File: src/rtl/mod_counter_chain_pkg.sv
// Shared types and helpers for the cascaded wall-clock counter.
package mod_counter_chain_pkg;

    localparam int MAX_STAGES = 8;
    localparam int MAX_WIDTH  = 16;
    localparam int MOD_BITS   = MAX_STAGES * MAX_WIDTH;

    typedef logic [2:0] stage_idx_t;

    // Extract the width-bit modulus of stage i from a packed modulus vector.
    function automatic logic [MAX_WIDTH-1:0] mod_of(
        input logic [MOD_BITS-1:0] moduli,
        input int                  width,
        input int                  i
    );
        logic [MAX_WIDTH-1:0] r;
        r = '0;
        for (int b = 0; b < MAX_WIDTH; b++) begin
            if (b < width) r[b] = moduli[i*width+b];
        end
        return r;
    endfunction

endpackage

File: src/rtl/mod_stage_counter.sv
// One modulo stage: clear, load, step up/down with wrap, square-wave flag.
module mod_stage_counter
    import mod_counter_chain_pkg::*;
#(
    parameter int               WIDTH = 6,
    parameter logic [WIDTH-1:0] MAX_V = '1
) (
    input  logic             clk,
    input  logic             nReset,
    input  logic             clr,
    input  logic             load,
    input  logic [WIDTH-1:0] load_value,
    input  logic             step,
    input  logic             up_down,
    output logic [WIDTH-1:0] value,
    output logic             at_term,
    output logic             sq
);

    localparam logic [WIDTH-1:0] HALF = MAX_V >> 1;

    logic [WIDTH-1:0] nextValue;

    always_comb begin
        nextValue = value;
        if (clr) begin
            nextValue = '0;
        end else if (load) begin
            nextValue = load_value;
        end else if (step) begin
            if (up_down)
                nextValue = (value == MAX_V) ? '0 : value + WIDTH'(1);
            else
                nextValue = (value == '0) ? MAX_V : value - WIDTH'(1);
        end
    end

    assign at_term = up_down ? (value == MAX_V) : (value == '0);

    // sq is registered from the next value so it stays coincident with value.
    always_ff @(posedge clk or negedge nReset) begin
        if (!nReset) begin
            value <= '0;
            sq    <= 1'b0;
        end else begin
            value <= nextValue;
            sq    <= (nextValue > HALF);
        end
    end

endmodule

File: src/rtl/mod_counter_chain.sv
// Cascaded modulo counter chain with time-set load and chain carry.
module mod_counter_chain
    import mod_counter_chain_pkg::*;
#(
    parameter int                              NUM_STAGES = 3,
    parameter int                              WIDTH      = 6,
    parameter logic [NUM_STAGES*WIDTH-1:0]     MODULI     = {6'd24, 6'd60, 6'd60}
) (
    input  logic                        clk,
    input  logic                        nReset,
    input  logic                        clr,
    input  logic                        tick_en,
    input  logic                        up_down,
    input  logic                        load_valid,
    input  stage_idx_t                  load_stage,
    input  logic [WIDTH-1:0]            load_value,
    output logic                        load_ack,
    output logic                        load_err,
    output logic                        tick_lost,
    output logic [NUM_STAGES*WIDTH-1:0] count,
    output logic                        carry_out,
    output logic [NUM_STAGES-1:0]       stage_sq
);

    logic [WIDTH-1:0]    maxArr [NUM_STAGES];
    logic [NUM_STAGES-1:0] atTerm;
    logic [NUM_STAGES:0]   chain;
    logic                  valueOk;
    logic                  accept;
    logic                  reject;
    logic                  doTick;

    always_comb begin
        valueOk = 1'b0;
        for (int i = 0; i < NUM_STAGES; i++) begin
            if (load_stage == stage_idx_t'(i))
                valueOk = (load_value <= maxArr[i]);
        end
    end

    assign accept = load_valid & ~clr & valueOk;
    assign reject = load_valid & ~clr & ~valueOk;
    assign doTick = tick_en & ~clr & ~accept;

    // chain[i]: every stage below i sits at its terminal value.
    assign chain[0] = 1'b1;

    for (genvar g = 0; g < NUM_STAGES; g++) begin : gStage
        // A modulus of 2^WIDTH reads as 0 here; minus one still gives all-ones.
        localparam logic [WIDTH-1:0] MAXV =
            WIDTH'(mod_of(MOD_BITS'(MODULI), WIDTH, g)) - WIDTH'(1);

        assign maxArr[g]  = MAXV;
        assign chain[g+1] = chain[g] & atTerm[g];

        mod_stage_counter #(
            .WIDTH(WIDTH),
            .MAX_V(MAXV)
        ) uStage (
            .clk       (clk),
            .nReset    (nReset),
            .clr       (clr),
            .load      (accept && load_stage == stage_idx_t'(g)),
            .load_value(load_value),
            .step      (doTick & chain[g]),
            .up_down   (up_down),
            .value     (count[g*WIDTH +: WIDTH]),
            .at_term   (atTerm[g]),
            .sq        (stage_sq[g])
        );
    end

    always_ff @(posedge clk or negedge nReset) begin
        if (!nReset) begin
            carry_out <= 1'b0;
            load_ack  <= 1'b0;
            load_err  <= 1'b0;
            tick_lost <= 1'b0;
        end else begin
            carry_out <= doTick & chain[NUM_STAGES];
            load_ack  <= accept;
            load_err  <= reject;
            tick_lost <= tick_en & (clr | accept);
        end
    end

endmodule
File: config.mk
export PLATFORM = sky130hd
export DESIGN_NAME = mod_counter_chain
export DESIGN_NICKNAME = d
export VERILOG_FILES = /design/src/rtl/mod_counter_chain_pkg.sv /design/src/rtl/mod_stage_counter.sv /design/src/rtl/mod_counter_chain.sv
export SDC_FILE = /design/constraint.sdc
export NUM_CORES = 1
export LEC_CHECK = 0
export CORE_MARGIN = 3
export CORE_UTILIZATION = 40
export CTS_CLUSTER_DIAMETER = 200
export DETAILED_ROUTE_END_ITERATION = 10
export SYNTH_ARGS = -nofsm -noshare
export SYNTH_HDL_FRONTEND = slang
export SYNTH_SLANG_ARGS = --single-unit
File: constraint.sdc
create_clock -name clk -period 2.66 [get_ports clk]
set_input_delay 0.532 -clock clk [delete_from_list [all_inputs] [get_ports clk]]
set_output_delay 0.532 -clock clk [all_outputs]
set_load 0.01 [all_outputs]
==> reports/results.ini, run 1 <==
[worst_setup_path]
cp.required_ns=2.87
arrival_ns=2.65
critPathTopFamily=compound AO/OA/AOI/OAI gates
start_kind=flop
crit_path_max_incr_delay_ns=0.45
cp_cell_sequence=inv_1, ha_1, nor3b_4, and3b_1, o2111ai_2, buf_4, nand2_1, o31a_1, a221oi_1, a41o_1
crit_fanout=10
cp-end-kind=flop
crit_type=reg2reg
crit_buf_inv=2
cp_slowest_cell=dfrtp_1

[final_layout]
fin_area_um2=2750
area_growth_pct=31.2
diodes=0
final_nets=336
utilization_pct=56.1
drive_gt1_share_pct=14.3

[routing]
antenna_left=0
first_pass_iters=4
routedWlPerCell_um=15.4
vias=2106
wirelength_mm=5.88
drc=0
initialDrtViolationCount=96
via_per_inst=5.53

[flow_run]
maxCapViolations=0

[logic_synthesis]
syn_inst=261
seq_area_frac_synth_pct=29.8
yosys_warnings=0
syn_nets=282
synth_cell_types=59
syn_avg_cell_area_um2=8.04
ys_seq_elements=25
ys.flop_type=dfrtp_1
async_reset_ff_share_pct=100
synth_edf_count=0
netlist_area_um2=2100

[floorplan]
start_util_pct=42.8
fp-row-count=25
die_area_um2=6150
die_x_um=78.5
die_h_um=78.5
coreArea_um2=4910
io_pins=40

[clocking]
path_clk_slew_ns=0.09
clockBufferDepth=2
hold_buffers=0
cts_buffers=3
clock_latency_ns=0.27
cts_tree=built
cts_root_buf=clkbuf_8
htreeDepth=1
cts_sinks=25

[timing]
slew_headroom_pct=66.5
rsz0062_at_grt=no
slew_viol_final=0
fin_crit_sh_pct=91.7
worstMarginPinSlew_ns=0.496
final.setup.tns_ns=0
skew_ns=0.00228
final-setup-viol-count=0
hold_viol=0
min_period_ns=2.44
max_freq_ghz=0.410

[pwr]
leakagePower_nw=1.16
cellPowerDensity_nw_per_um2=362
vdd_ir_drop_max_v=0.000208

[place]
port_buffers=39
gp_congestion=0.903
placed_area_um2=2690
hpwl_mm=4.48

[global_routing]
grt_pass1_vias=1981
antenna_found_initial=0
grt_use_total_pct=19.7
grt_max_degree=26
grt_first_pass_wirelength_mm=9.69
grt-ovfl-total=0

[min_path]
min_path_type=in2async

[outcome]
status=finished, final reports clean

final timing paths:
check,from,endpoint,slack [ns],cells past startpoint
min in group clk,gStage[2].uStage.value[5],gStage[2].uStage.value[5],0.68,2
max,gStage[0].uStage.value[0],gStage[1].uStage.sq,0.22,10
min,nReset,gStage[1].uStage.value[5],0.64,2
min reg2reg,gStage[2].uStage.value[5],gStage[2].uStage.value[5],0.68,2
max in group asynchronous,nReset,gStage[0].uStage.value[2],1.77,2
max reg2reg,gStage[0].uStage.value[0],gStage[1].uStage.sq,0.22,10
placed cells by master (no fill, tap or decap), types with 2 or more instances in the layout:
| cell | instances |
|---|---|
| and3b_1 | 2 |
| a31oi_1 | 4 |
| xnor2_1 | 3 |
| clkdlybuf4s50_1 | 39 |
| or4_1 | 2 |
| nand3_1 | 13 |
| nor2b_1 | 6 |
| o31ai_1 | 2 |
| nand4_1 | 3 |
| nor2_1 | 35 |
| clkbuf_8 | 3 |
| a211oi_2 | 2 |
| xor2_1 | 6 |
| and4_1 | 2 |
| a221oi_1 | 2 |
| and3_1 | 2 |
| mux2i_1 | 4 |
| a211o_1 | 3 |
| a21oi_1 | 15 |
| nand2_1 | 15 |
| nor4b_1 | 2 |
| buf_4 | 32 |
| dfrtp_1 | 25 |
| o21ai_0 | 13 |
| a21o_1 | 4 |
| or3_1 | 2 |
| nor4_1 | 3 |
| nand2b_1 | 4 |
| o21a_1 | 2 |
| nor3_1 | 10 |
| inv_1 | 10 |
| o21ai_1 | 2 |
| o211ai_1 | 5 |
| ha_1 | 6 |
| a211oi_1 | 5 |
| a311oi_1 | 2 |
report_power, final:
| part | total (W) | internal (W) | switching [W] |
|---|---|---|---|
| Sequential | 0.000430 | 0.000398 | 0.0000316 |
| Clock | 0.000229 | 0.000107 | 0.000121 |
| Combinational | 0.000338 | 0.000172 | 0.000166 |
synth_stat cells, types with 2 or more instances:
cell type	count	area, µm²
and4_1	2	17.5
nor2b_1	6	37.5
o21ai_0	13	65.1
nand2b_1	4	25.0
nor3b_2	2	25.0
xor2_1	6	52.6
inv_1	10	37.5
buf_2	8	40.0
o21ai_1	2	10.0
a21o_1	4	30.0
nand3_1	13	65.1
nand2_1	15	56.3
o31ai_1	2	15.0
a211o_1	3	26.3
nor4_1	3	18.8
clkbuf_1	5	18.8
a31oi_1	4	25.0
mux2i_1	4	40.0
or3_1	2	12.5
xnor2_1	3	26.3
buf_4	4	30.0
nor3_1	10	50.1
nor2_1	35	131
nor4b_1	2	17.5
buf_1	3	11.3
and3b_1	2	17.5
a211oi_1	6	45.0
buf_6	2	22.5
o21a_1	2	15.0
nand4_1	3	18.8
ha_1	6	75.1
a311oi_1	3	26.3
and3_1	2	12.5
o211ai_1	5	37.5
dfrtp_1	25	626
a221oi_1	2	17.5
or4_1	2	15.0
a21oi_1	15	75.1
flip-flops by register name (all words and copies together), names as in the netlist:
signal,cells
tick_lost,1
load_err,1
gStage.uStage.sq,3
load_ack,1
carry_out,1
gStage.uStage.value,18
worst register-to-register path: stages (launching register included):
cell and delay, ns:
dfrtp_1 0.45, inv_1 0.08, ha_1 0.25, nor3b_4 0.18
and3b_1 0.21, o2111ai_2 0.27, buf_4 0.22, nand2_1 0.07
o31a_1 0.10, a221oi_1 0.40, a41o_1 0.15
cell type report:
| type | instances | area [µm²] |
|---|---|---|
| Fill cell | 469 | 2160 |
| Multi-Input combinational cell | 204 | 1330 |
| Timing Repair Buffer | 71 | 631 |
| Sequential cell | 25 | 626 |
| Tap cell | 67 | 83.8 |
| Clock buffer | 4 | 45.0 |
| Inverter | 10 | 37.5 |
what timing repair did:
action	in CTS	in global routing
buffers inserted	0	0
gates resized for setup	0	3
endpoints found under the setup margin	0	2
metrics by stage:
stage / power [W] / hold WS, ns / cells / worst slack (ns)
global placement: 0.000766 / 0.659 / 377 / -0.0635
floorplan: 0.000624 / 0.236 / 261 / 0.284
CTS: 0.000997 / 0.646 / 381 / 0.192
finish: 0.000996 / 0.638 / 381 / 0.221
detailed placement: 0.000768 / 0.659 / 377 / -0.0255
global route: 0.00106 / 0.681 / 381 / 0.0434
metal layers:
layer	wire [µm]	vias up	share of wire, %	GRT usage (%)
met5	0	-	0	0
met4	72	0	1.2	5.42
met3	199	7	3.4	1.72
met2	2610	53	44	30.1
met1	3010	985	51	29.6
li1	-	1061	-	-
kinds of logic (layout without fill, tap and decap cells):
group                      count (synthesis)  count (layout)  share of synthesized area, %
AOI/OAI and AO/OA                         74              74                          24.7
xor gates and xnor gates                   9               9                          3.75
adders and majority gates                  6               6                          3.58
buffers and inverters                     32              85                          7.63
DFF                                       25              25                          29.8
muxes                                      4               4                          1.91
and+or+nand+nor                          111             111                          28.6
Note: power is estimated with default switching activity, not from simulation.
==> run 2, diff against run 1 <==
ABC_AREA = 1   (was unset)
CTS_CLUSTER_DIAMETER = 80   (was 200)
==> run 2 against run 1 <==
  * Synthesized cell count increased by 36%
  * Core utilization decreased by 4.1 points
  * Cell area increased by 0.77%
  * Combinational power about the same
  * Sequential share of layout area decreased by 0.17 points
  * Die area increased by 8.4%
  * Critical path type is now in2reg
  * Critical endpoint is now gStage[0].uStage.sq
  * Highest routed layer unchanged
==> reports/results.ini, run 2 <==
[routing]
antenna_left=0
routedWlPerCell_um=12.6
vias=2302
first_pass_iters=5
via_per_inst=5.00
initialDrtViolationCount=124
wirelength_mm=5.81
drc=0

[worst_setup_path]
startpoint=load_stage[0]
endpoint=gStage[0].uStage.sq
crit_path_max_incr_delay_ns=0.54
cp-end-kind=flop
reg2reg_slack_ns=0.70
cp.required_ns=2.82
r2r_end=gStage[1].uStage.sq
r2r_cells=13
crit_type=in2reg
crit_fanout=9
arrival_ns=2.27
cp_cell_sequence=clkdlybuf4s50_1, nor2_1, nand2_1, nand2_1, nand2_2, nand3_4, nand2_4, inv_2, nand2_1, nand3_1, nand2_1, nor2_1, nand2_1, nand2_1
r2r-start=gStage[0].uStage.value[0]
cp_common_cell=nand2_1
cp_slowest_cell=clkdlybuf4s50_1
start_kind=input port

[clocking]
cts_root_buf=clkbuf_8
cts_tree=built
post_cts_resized=0
post-cts-setup-buffer-count=0
cts_sinks=25
htreeDepth=1
cts_buffers=3
hold_buffers=0
path_clk_slew_ns=0.09
clockBufferDepth=2
clock_latency_ns=0.26

[pwr]
power.total_w=0.000988
p_sw_w=0.000341
p_clk_share_pct=22.6
cellInternalPower_w=0.000648
pwr-share-comb_pct=34.0
p_seq_share_pct=43.4
cellPowerDensity_nw_per_um2=356
vdd_ir_drop_max_v=0.000206
switching_share_pct=34.5
leakagePower_nw=1.49

[final_layout]
seqCellArea_um2=626
utilization_pct=52.0
multi_input_area_um2=1390
final_nets=412
diodes=0
largest-register=gStage.uStage.value
top_regs=gStage.uStage.value: 18 flops, gStage.uStage.sq: 3 flops
area_growth_pct=21.2
final_cell_mix=nand2_1 (88), nor2_1 (53), inv_1 (44)
final_common_cell=nand2_1
largest_reg_flops=18
fillers=564
drive_gt1_share_pct=9.74
fin_area_um2=2780

[place]
placed_area_um2=2730
port_buffers=39
gp_congestion=0.929
hpwl_mm=4.69

[flow_run]
maxCapViolations=0

[logic_synthesis]
async_reset_ff_share_pct=100
netlist_area_um2=2290
syn_inst=355
synth_cell_types=36
synth_top_area_share_pct=27.3
syn_avg_cell_area_um2=6.45
yosys.area.top_type=dfrtp_1
synth_edf_count=0
synth_common_cells=nand2_1 (88), nor2_1 (53), inv_1 (44)
seq_area_frac_synth_pct=27.3
ys_seq_elements=25
syn_nets=376
yosysMostFrequentCell=nand2_1
yosys-top-cells-area=dfrtp_1 (27%), nand2_1 (14%), nor2_1 (8.7%)
yosys_warnings=0
ys.flop_type=dfrtp_1

[min_path]
min_path_type=in2async

[timing]
slew_headroom_pct=72.2
min_period_ns=2.11
worstMarginPinSlew_ns=0.417
rsz0062_at_grt=no
final-setup-viol-count=0
fin_crit_sh_pct=79.2
slew_viol_final=0
final.setup.tns_ns=0
fin_hold_ws_ns=0.625
skew_ns=0.00374
hold_viol=0
max_freq_ghz=0.474

[floorplan]
coreArea_um2=5340
die_area_um2=6670
start_util_pct=42.9
io_pins=40
die_x_um=81.7
fp-row-count=26
die_h_um=81.7

[global_routing]
grt-ovfl-total=0
antenna_found_initial=0
grt_pass1_vias=2142
grt_first_pass_wirelength_mm=10.1
grt_use_total_pct=19.1
grt_max_degree=26

[outcome]
status=finished, final reports clean

[run 2: cell types whose count changed after synthesis, moves of 6 or more]
cell,change
nand2_1,+73
inv_1,+34
nor2_1,+18
nand3_1,+17
nor3_1,-8
xor2_1,+7
a211oi_1,-6
inv_2,+6
nand4_1,+6
nor2b_1,-6
[run 2: worst min-delay path by stage]
stage                                         start                         to  slack, ns
final                                        nReset  gStage[1].uStage.value[3]       0.63
after global routing                         nReset  gStage[2].uStage.value[2]       0.65
after CTS                                    nReset  gStage[1].uStage.value[4]       0.63
after detailed placement  gStage[0].uStage.value[0]  gStage[0].uStage.value[0]       0.62
after global placement    gStage[0].uStage.value[0]  gStage[0].uStage.value[0]       0.62
after floorplan                              nReset                  carry_out       0.24
[run 2: metrics by stage]
step | instances | worst slack (ns)
4_1_cts | 460 | 0.558
5_1_grt | 460 | 0.355
2_1_floorplan | 355 | 0.889
3_5_place_dp | 456 | 0.279
6_report | 460 | 0.553
3_3_place_gp | 456 | 0.345
[run 2: power groups by stage]
stage                     sequential [W]  combinational (W)  clock [W]
after global routing            0.000432           0.000380   0.000247
after floorplan                 0.000431           0.000224          0
after global placement          0.000436           0.000337          0
after CTS                       0.000429           0.000338   0.000229
final                           0.000429           0.000336   0.000223
after detailed placement        0.000436           0.000336          0
[run 2: logic make-up (layout without fill, tap and decap cells)]
logic type	Yosys count	count (layout)	share of synthesized area, %
and+or+nand+nor	204	204	42.5
buffers and inverters	65	100	11.9
AOI/OAI and AO/OA	39	39	8.96
DFF	25	25	27.3
xor gates and xnor gates	16	16	6.12
adders and majority gates	6	6	3.28
[run 2: critical path: cells and delay by family]
kind	cells	cell delay [ns]
and+or+nand+nor	12	1.13
buffers and inverters	2	0.62
[run 2: area by class of cell]
| type | count | area share, % |
|---|---|---|
| sequential | 25 | 22.5 |
| inverter | 52 | 7.08 |
| tap | 70 | 3.16 |
| multi-input combinational | 265 | 50.2 |
| clock buffer | 4 | 1.62 |
| timing repair buffer | 44 | 15.4 |
[run 2: metal layers]
| metal | share of wire, % | global-route usage (%) | vias to the layer above | wire length, µm |
|---|---|---|---|---|
| met2 | 43 | 30.0 | 69 | 2520 |
| met4 | 0.67 | 3.99 | 0 | 39 |
| met1 | 51 | 28.4 | 1038 | 2990 |
| li1 | - | - | 1191 | - |
| met5 | 0 | 0 | - | 0 |
| met3 | 4.5 | 1.75 | 4 | 264 |
==> run 3, diff against run 2 <==
PLACE_DENSITY = 0.66   (was unset)
clock period = 1.7 ns   (was 2.66 ns; I/O delays follow)
==> run 3 against run 2 <==
  * The flow now finishes with violations (setup timing)
  * Cell count is 16% higher
  * Worst setup slack worse by 0.60 ns
  * Core utilization is 14 points higher
  * Hold slack worse by 0.20 ns
  * Via count is 13% higher
  * Sequential share of layout area is 4.7 points lower
  * Largest power group is now combinational logic
==> reports/results.ini, run 3 (same netlist as run 2, synthesis figures left out) <==
[timing]
slew_viol_final=0
max_freq_ghz=0.571
slew_headroom_pct=76.6
fin_crit_sh_pct=103
hold_viol=0
worstMarginPinSlew_ns=0.351
setup_slack_ns=-0.0511
skew_ns=0.00561
rsz0062_at_grt=yes
fin_hold_ws_ns=0.427
min_period_ns=1.75
final-setup-viol-count=4

[final_layout]
diodes=0
largest-register=gStage.uStage.value
fin_area_um2=3520
drive_gt1_share_pct=30.3
area_growth_pct=53.9
seqCellArea_um2=629
fin_cells=535
top_regs=gStage.uStage.value: 18 flops, gStage.uStage.sq: 3 flops
final_cell_mix=nand2_1 (84), buf_4 (75), nor2_1 (49)
utilization_pct=66.1
fillers=479
largest_reg_flops=18
multi_input_area_um2=1550
final_common_cell=nand2_1
final_nets=487

[worst_setup_path]
crit_fanout=7
cp-end-kind=flop
crit_buf_inv=1
reg2reg_slack_ns=-0.05
cp_common_cell=nand2_1
cp_slowest_cell=dfrtp_1
crit_path_max_incr_delay_ns=0.43
cp_cell_sequence=inv_2, ha_4, nand2_4, nor2_4, nand3_4, nand2_8, nand3_4, nand2_1, nand3_2, nand2_2, nor2_1, nand2_1, nand2_1
r2r-start=gStage[0].uStage.value[0]
r2r_cells=13
startpoint=gStage[0].uStage.value[0]
start_kind=flop
r2r_end=gStage[1].uStage.sq
critPathTopFamily=simple AND/OR/NAND/NOR gates
cp.required_ns=1.87
crit_cells=13
crit_type=reg2reg
arrival_ns=1.92

[min_path]
min_path_type=in2async

[place]
gp_congestion=0.967
placed_area_um2=3200
port_buffers=39
hpwl_mm=5.21
dp.cells=517
dpl_worst_slack_ns=-0.412

[pwr]
cellPowerDensity_nw_per_um2=502
vdd_ir_drop_max_v=0.000456
leakagePower_nw=2.03

[floorplan]
coreArea_um2=5340
die_h_um=81.7
start_util_pct=42.9
io_pins=40
die_x_um=81.7
fp-row-count=26
die_area_um2=6670

[routing]
drc=0
via_per_inst=4.84
first_pass_iters=4
initialDrtViolationCount=149
routedWlPerCell_um=12.8
wirelength_mm=6.84
vias=2590
antenna_left=0

[clocking]
path_clk_slew_ns=0.09
htreeDepth=1
cts_root_buf=clkbuf_8
cts_sinks=25
cts_tree=built
cts_buffers=3
clock_latency_ns=0.27
clockBufferDepth=2

[global_routing]
grt_use_total_pct=21.2
grt_pass1_vias=2422
grt_first_pass_wirelength_mm=11.1
antenna_found_initial=0
grt-ovfl-total=0
grt_max_degree=26

[outcome]
status=complete, but fails checks
violations=setup timing

[flow_run]
maxCapViolations=0

[run 3: cell count changes in the layout (fill, tap and decap cells not counted), sizes merged]
cell / before / now
clkdlybuf4s50: 39 / 25
dlygate4sd2: 0 / 8
dlymetal6s2s: 0 / 6
buf: 5 / 80
[run 3: final cells by class]
class	count	area share, %
Sequential cell	25	17.9
Multi-Input combinational cell	265	44.0
Timing Repair Buffer	119	28.8
Inverter	52	5.57
Clock buffer	4	1.28
Tap cell	70	2.48
[run 3: metal layers]
metal	wire [µm]	global-route usage, %	part of all wire (%)	vias up
li1	-	-	-	1334
met2	3230	34.5	47	80
met3	331	3.29	4.8	11
met1	3180	29.8	46	1165
met4	94	4.65	1.4	0
met5	0	0	0	-
[run 3: worst max-delay path by stage]
stage,end,slack (ns)
final,gStage[1].uStage.sq,-0.05
after global placement,gStage[2].uStage.sq,-0.33
after global routing,gStage[1].uStage.sq,-0.22
after detailed placement,gStage[2].uStage.sq,-0.41
after floorplan,gStage[1].uStage.sq,0.001
after CTS,gStage[2].uStage.sq,-0.05
[run 3: worst register-to-register path, cell delays in order (launching register included)]
cell     delay (ns)
dfrtp_1        0.43
inv_2          0.10
ha_4           0.15
nand2_4        0.05
nor2_4         0.13
nand3_4        0.12
nand2_8        0.13
nand3_4        0.11
nand2_1        0.10
nand3_2        0.07
nand2_2        0.08
nor2_1         0.05
nand2_1        0.07
nand2_1        0.05
[run 3: power breakdown]
| part | internal, W | total, W | switching, W |
|---|---|---|---|
| sequential | 0.000623 | 0.000650 | 0.0000264 |
| combinational | 0.000359 | 0.000756 | 0.000397 |
| clock | 0.000168 | 0.000363 | 0.000195 |
| total | 0.00115 | 0.00177 | 0.000618 |
[run 3: per-stage QoR]
stage	TNS [ns]	power [W]
final	-0.139	0.00177
after global placement	-4.62	0.00132
after CTS	-0.0801	0.00174
after detailed placement	-6.51	0.00133
after floorplan	0	0.00103
after global routing	-1.61	0.00189
[run 3: repair_timing]
item                                    4_1_cts  5_1_grt
endpoints found under the setup margin       18       29
gates resized for setup                      30       31
pin swaps                                    17       15
gates cloned                                  0        0
setup buffers                                 7        8
hold buffers                                  0        0
